--- config.mk ---
export PLATFORM = sky130hd
export DESIGN_NAME = sequenciador_ula
export DESIGN_NICKNAME = d
export VERILOG_FILES = /design/src/rtl/sequenciador_ula.sv
export SDC_FILE = /design/constraint.sdc
export NUM_CORES = 1
export LEC_CHECK = 0
export ABC_AREA = 1
export BUFFER_PORTS_ARGS = -buffer_cell sky130_fd_sc_hd__buf_2
export CORE_MARGIN = 2
export CORE_UTILIZATION = 49
export CTS_BUF_LIST = sky130_fd_sc_hd__clkbuf_4
export CTS_CLUSTER_SIZE = 25
export DETAILED_ROUTE_END_ITERATION = 10
export GPL_TIMING_DRIVEN = 0
export PLACE_DENSITY = 0.74
export SYNTH_ARGS = -nofsm -noshare
export SYNTH_HDL_FRONTEND = slang
export SYNTH_SLANG_ARGS = --single-unit
export TNS_END_PERCENT = 50
--- constraint.sdc ---
create_clock -name clock -period 4.9 [get_ports clock]
set_input_delay 1.47 -clock clock [delete_from_list [all_inputs] [get_ports clock]]
set_output_delay 1.47 -clock clock [all_outputs]
set_load 0.02 [all_outputs]
--- src/rtl/sequenciador_ula.sv ---
// ============================================================================
// sequenciador_ula : issues requests to the combinational 8-bit ULA, adds a
// multi-cycle multiply (repeated ULA adds) and a zero-test. Rev 1.0
// ============================================================================
`default_nettype none

module sequenciador_ula #(
  parameter int LARGURA = 8
) (
  input  logic               clock,
  input  logic               reset,
  input  logic               req_valid,
  output logic               req_ready,
  input  logic [2:0]         req_op,
  input  logic [LARGURA-1:0] req_a,
  input  logic [LARGURA-1:0] req_b,
  output logic [LARGURA-1:0] ula_dado1,
  output logic [LARGURA-1:0] ula_dado2,
  output logic [1:0]         ula_op,
  input  logic [LARGURA-1:0] ula_resultado,
  input  logic               ula_notzero,
  output logic               resp_valid,
  input  logic               resp_ready,
  output logic [LARGURA-1:0] resp_resultado,
  output logic               resp_zero
);

  localparam logic [2:0] OP_ADD   = 3'b000;
  localparam logic [2:0] OP_SUB   = 3'b001;
  localparam logic [2:0] OP_SLT   = 3'b010;
  localparam logic [2:0] OP_MUL   = 3'b011;
  localparam logic [2:0] OP_TESTZ = 3'b100;

  localparam logic [1:0] ULA_ADD = 2'b00;
  localparam logic [1:0] ULA_SUB = 2'b01;
  localparam logic [1:0] ULA_SLT = 2'b10;

  typedef enum logic [1:0] {
    OCIOSO = 2'd0,
    EXEC   = 2'd1,
    MULT   = 2'd2,
    RESP   = 2'd3
  } estado_t;

  estado_t            state_q, state_d;
  logic [2:0]         op_q, op_d;
  logic [LARGURA-1:0] a_q, a_d;
  logic [LARGURA-1:0] b_q, b_d;
  logic [LARGURA-1:0] acc_q, acc_d;
  logic [LARGURA-1:0] cnt_q, cnt_d;
  logic [LARGURA-1:0] result_q, result_d;

  always_ff @(posedge clock) begin
    if (reset) begin
      state_q  <= OCIOSO;
      op_q     <= '0;
      a_q      <= '0;
      b_q      <= '0;
      acc_q    <= '0;
      cnt_q    <= '0;
      result_q <= '0;
    end else begin
      state_q  <= state_d;
      op_q     <= op_d;
      a_q      <= a_d;
      b_q      <= b_d;
      acc_q    <= acc_d;
      cnt_q    <= cnt_d;
      result_q <= result_d;
    end
  end

  always_comb begin
    state_d        = state_q;
    op_d           = op_q;
    a_d            = a_q;
    b_d            = b_q;
    acc_d          = acc_q;
    cnt_d          = cnt_q;
    result_d       = result_q;
    req_ready      = 1'b0;
    resp_valid     = 1'b0;
    resp_resultado = '0;
    ula_dado1      = '0;
    ula_dado2      = '0;
    ula_op         = ULA_ADD;

    case (state_q)
      OCIOSO: begin
        req_ready = 1'b1;
        if (req_valid) begin
          op_d     = req_op;
          a_d      = req_a;
          b_d      = req_b;
          acc_d    = '0;
          cnt_d    = req_b;
          result_d = '0;
          case (req_op)
            OP_ADD, OP_SUB, OP_SLT, OP_TESTZ: state_d = EXEC;
            OP_MUL:  state_d = (req_b == '0) ? RESP : MULT;
            default: state_d = RESP;
          endcase
        end
      end
      EXEC: begin
        ula_dado1 = a_q;
        ula_dado2 = b_q;
        case (op_q)
          OP_SUB:  ula_op = ULA_SUB;
          OP_SLT:  ula_op = ULA_SLT;
          default: ula_op = ULA_ADD;
        endcase
        if (op_q == OP_TESTZ) begin
          result_d = {{(LARGURA-1){1'b0}}, ula_notzero};
        end else begin
          result_d = ula_resultado;
        end
        state_d = RESP;
      end
      MULT: begin
        // acc accumulates a once per remaining count of b
        ula_dado1 = acc_q;
        ula_dado2 = a_q;
        ula_op    = ULA_ADD;
        acc_d     = ula_resultado;
        cnt_d     = cnt_q - 1'b1;
        if (cnt_q == {{(LARGURA-1){1'b0}}, 1'b1}) begin
          result_d = ula_resultado;
          state_d  = RESP;
        end
      end
      RESP: begin
        resp_valid     = 1'b1;
        resp_resultado = result_q;
        if (resp_ready) begin
          state_d = OCIOSO;
        end
      end
      default: state_d = OCIOSO;
    endcase

    // Outputs read as idle for the whole reset cycle, even mid-operation.
    if (reset) begin
      req_ready      = 1'b0;
      resp_valid     = 1'b0;
      resp_resultado = '0;
      ula_dado1      = '0;
      ula_dado2      = '0;
      ula_op         = ULA_ADD;
    end
  end

  assign resp_zero = (resp_resultado == '0);

endmodule

`default_nettype wire

# Word level (Yosys, flattened, before mapping)
# Index checks and enable logic that the tools add are counted.
# Widths: inputs -> output; s select.
[totals]
reg_bits = 45
inputBits = 32
word_cells = 59
[op_classes]
addsub = 1
eq_ne = 14
n_mux = 26
reduce_logical = 11
[op_table]
columns = ["op", "count"]
rows = [
  ["$mux 8", 8],
  ["$pmux 8 s2", 4],
  ["$pmux 8 s3", 1],
  ["$logic_not 8->1", 2],
  ["$mux 2", 5],
  ["$eq 3x2->1 const B", 3],
  ["$eq 8x1->1 const B", 1],
  ["$pmux 2 s2", 2],
  ["$pmux 2 s4", 1],
  ["$sub 8x1->8 const B", 1],
  ["$eq 3x1->1 const B", 2],
  ["$eq 3x3->1 const B", 2],
  ["$ne 2x2->1 const B", 3],
  ["$reduce_and 3->1", 2],
  ["$mux 1", 5],
  ["$eq 2x2->1 const B", 2],
  ["$reduce_and 2->1", 2],
  ["$reduce_or 4->1", 1],
  ["$logic_not 3->1", 1],
  ["$reduce_bool 3->1", 1],
  ["$eq 2x1->1 const B", 1],
  ["$logic_not 2->1", 1],
  ["$reduce_bool 2->1", 1],
]

# Logic depth before layout (Yosys ltp)
[logic_depth]
word_depth = 5
mapped_depth = 10
ltp_nobuf = 9

# Least setup slack after synthesis
# No wires, ideal clock.
[synth_path]
kind = "input to output"
start = "in reset"
end = "out resp_zero"
arrival_ps = 2443
t_required_ps = 3430
path_slack_ps = 987
cell_stages = 5
n_path_buf = 1
path_cell_list = "buf_2 > inv_2 > nand2_1 > a31oi_1 > nor3_1"
[synth_via]
elab_chain_cells = 2
[synth_rtl]
columns = ["item", "line", "rtl"]
rows = [
  ["start: declaration", "11", "input logic reset,"],
  ["$mux 8", "143", "if (reset) begin"],
  ["$logic_not 8->1", "153", "assign resp_zero = (resp_resultado == '0);"],
  ["end: declaration", "25", "output logic resp_zero"],
]
# Every way passes these cells.

# Worst setup path after layout
[layout_path]
start = "in reset"
end = "out ula_dado1[4]"
[layout_via]
elab_chain_cells = 1
[layout_rtl]
columns = ["item", "line", "rtl"]
rows = [
  ["$mux 8", "143", ""],
  ["end: declaration", "17", "output logic [LARGURA-1:0] ula_dado1,"],
]
# Every way passes these cells.

==> flow_metrics.tcl <==
set metrics [dict create \
    drc_errors 0 \
    drive_gt1_frac 0.228 \
    die_w_um 76.1 \
    hold_viol 0 \
    diodes 0 \
    synth_nets 424 \
    grt_pass1_wl_um 10900 \
    finalSetupTns_ns 0 \
    yosysUniqueCellTypes 30 \
    grt_pass1_vias 2442 \
    critical_path_class "input port to output port" \
    path_buf_inv 4 \
    io_buffers 59 \
    min_period_over_period 0.835 \
    cts_resized 0 \
    cp-endpoint "ula_dado1[4]" \
    critical_path.startpoint "reset" \
    clock_sinks 45 \
    first_pass_iters 5 \
    peakVddDrop_uv 250 \
    rows 26 \
    clk_path_buf_depth 2 \
    dp_hpwl_um 5130 \
    rr_worst_depth 6 \
    cts_made_buffers 5 \
    critPathMaxFanout 10 \
    coreArea_um2 5070 \
    slew_headroom 0.574 \
    skew_ns 0.0147 \
    tightest_slew_ns 0.638 \
    viasPerCell 5.16 \
    grt_max_degree 15 \
    status "complete, no violations" \
    finalWeightedCongestion 0.888 \
    synth-main-ff-cell "dfxtp_1" \
    fillerInstances 530 \
    ys_warn_count 0 \
    critPathRequiredTime_ns 3.43 \
    hold_buffers 0 \
    cp_common_cell "buf_2" \
    synth-edff-count 0 \
    cts_tree "done" \
    reg2reg_from "state_q[0]" \
    synthTopCellsByArea "dfxtp_1 35%, nand2_1 15%, a21oi_1 8.8%, nor2_1 7.5%, nand3_1 4.7%" \
    antenna_found_initial 0 \
    slew_violations 0 \
    syn_area_per_cell_um2 6.61 \
    async_reset_ff_frac 0 \
    min_period_ns 4.09 \
    holdCritPathClass "flip-flop to flip-flop" \
    seq_area_frac_synth 0.354 \
    fmaxAchievable_mhz 244 \
    ys_top_cells_by_count "101 x nand2_1, 51 x nor2_1, 45 x a21oi_1, 45 x dfxtp_1, 26 x inv_1" \
    drt-initial-drc-count 140 \
    synth.most_common_cell "nand2_1" \
    post_cts_buffers 0 \
    synth.top_cell.area_share 0.354 \
    groute.usage.overall 0.233 \
    crit_path_end_kind "output port" \
    reg2reg_to "a_q[7]" \
    cts_max_level 2 \
    crit_path_start_kind "input port" \
    crit_arrival_ns 2.62 \
    path_cells "buf_2, inv_2, nand2_1, clkbuf_1, a21oi_1, buf_2" \
    syn_inst 385 \
    nets 490 \
    syn_to_final_growth_pct 17.2 \
    leakage_nw 1.26 \
    die_h_um 76.1 \
    ys_ff_latch 45 \
    drv_cap 0 \
    slowest_stage "clkbuf_1" \
    clock-root-buffer "clkbuf_4" \
    crit_family "buffers and inverters" \
    hold_ws_ns 0.472 \
    finalWirelength_um 6590 \
    synth_top_cell_by_area "dfxtp_1" \
    slowest_delay_ns 0.37 \
    die_area_um2 5790 \
    grt_overflow_total 0 \
    power.density_nw_per_um2 481 \
    clk_pin_slew_ns 0.13 \
    via_count 2693 \
    pin_count 61 \
    syn_area_um2 2550 \
    initial_utilization 0.502 \
    setup_viol 0 \
    path_depth 6 \
    clkLatencyLatePin_ns 0.36 \
    wl_per_cell_um 12.6 \
    rsz0062_at_grt "false" \
    drtAntennaViolNets 0 \
    rrSetupSlack_ns 3.17 \
]
worst reg2reg max path, cell delays in order, from the launching register on:
cell	delay, ns
dfxtp_1	0.42
inv_1	0.10
ha_1	0.31
nand2_2	0.21
clkbuf_1	0.36
o21ai_0	0.17
nor2_1	0.12
report_power, final:
part / total (mW) / internal [mW] / switching, mW
clock: 0.182 / 0.0547 / 0.127
sequential: 0.534 / 0.461 / 0.0730
combinational: 0.720 / 0.246 / 0.474
state kept, by name (all words and copies together) (netlist names):
signal    cells
a_q           8
cnt_q         8
acc_q         8
result_q      8
b_q           8
op_q          3
state_q       2
kinds of logic (layout without fill, tap and decap cells):
| kind of cell | Yosys count | after routing | share of synthesized area |
|---|---|---|---|
| buf+inv | 51 | 118 | 0.0880 |
| fa+ha+maj | 7 | 7 | 0.0344 |
| compound gates | 95 | 95 | 0.218 |
| flops | 45 | 45 | 0.354 |
| simple gates | 187 | 187 | 0.306 |
routing by layer:
metal  up-vias  track usage  part of all wire
li1       1383            -                 -
met1      1227        0.287              0.45
met2        69        0.408              0.49
met3        14       0.0355             0.041
met4         0       0.0909             0.025
met5         -            0                 0
stage by stage:
step	util	instances	power, mW	setup WS (ns)	area [µm²]
floorplan	-	385	1.09	0.987	2550
global placement	0.577	514	1.24	0.817	2930
detailed placement	0.577	514	1.25	0.812	2930
CTS	0.588	522	1.44	0.810	2980
global route	0.588	522	1.57	0.719	2980
finish	0.588	522	1.44	0.808	2980
cell usage in the layout, fill, tap and decap left out:
master / count
nor2_1: 51
buf_2: 68
nor2_4: 1
a41oi_1: 1
buf_6: 2
ha_1: 7
a21oi_1: 45
nand3b_4: 1
inv_4: 1
o21ai_0: 22
or2_0: 1
inv_2: 5
clkinv_1: 1
o211ai_2: 1
nand3b_1: 2
o22ai_1: 1
nand2_2: 2
buf_4: 1
clkinv_4: 1
clkinv_2: 1
nand2_1: 101
nor2_2: 1
dfxtp_1: 45
a21oi_2: 11
o21ai_4: 2
o21ai_1: 10
nand3_1: 24
or2_1: 1
nor3_1: 2
a211oi_1: 1
clkbuf_1: 7
a31oi_1: 1
clkbuf_4: 5
inv_1: 26
area by class of cell:
cell class | count | area [µm²] | area share
plain buffers | 19 | 101 | 0.0340
clock buffers | 5 | 37.5 | 0.0126
clock inverters | 3 | 17.5 | 0.00587
inverters | 32 | 123 | 0.0411
multi-input cells | 289 | 1420 | 0.476
flip-flops and latches | 45 | 901 | 0.302
well taps | 70 | 87.6 | 0.0294
repair buffers | 59 | 295 | 0.0990
how the worst min path moves through the flow:
stage / start / to / slack (ns) / depth (start not counted)
6_report: acc_q[0] / acc_q[0] / 0.47 / 2
5_1_grt: acc_q[0] / acc_q[0] / 0.49 / 2
4_1_cts: acc_q[1] / acc_q[1] / 0.47 / 2
3_5_place_dp: acc_q[1] / acc_q[1] / 0.45 / 2
3_3_place_gp: acc_q[7] / acc_q[7] / 0.45 / 2
2_1_floorplan: acc_q[0] / acc_q[0] / 0.44 / 2
Note: power is estimated with default switching activity, not from simulation.
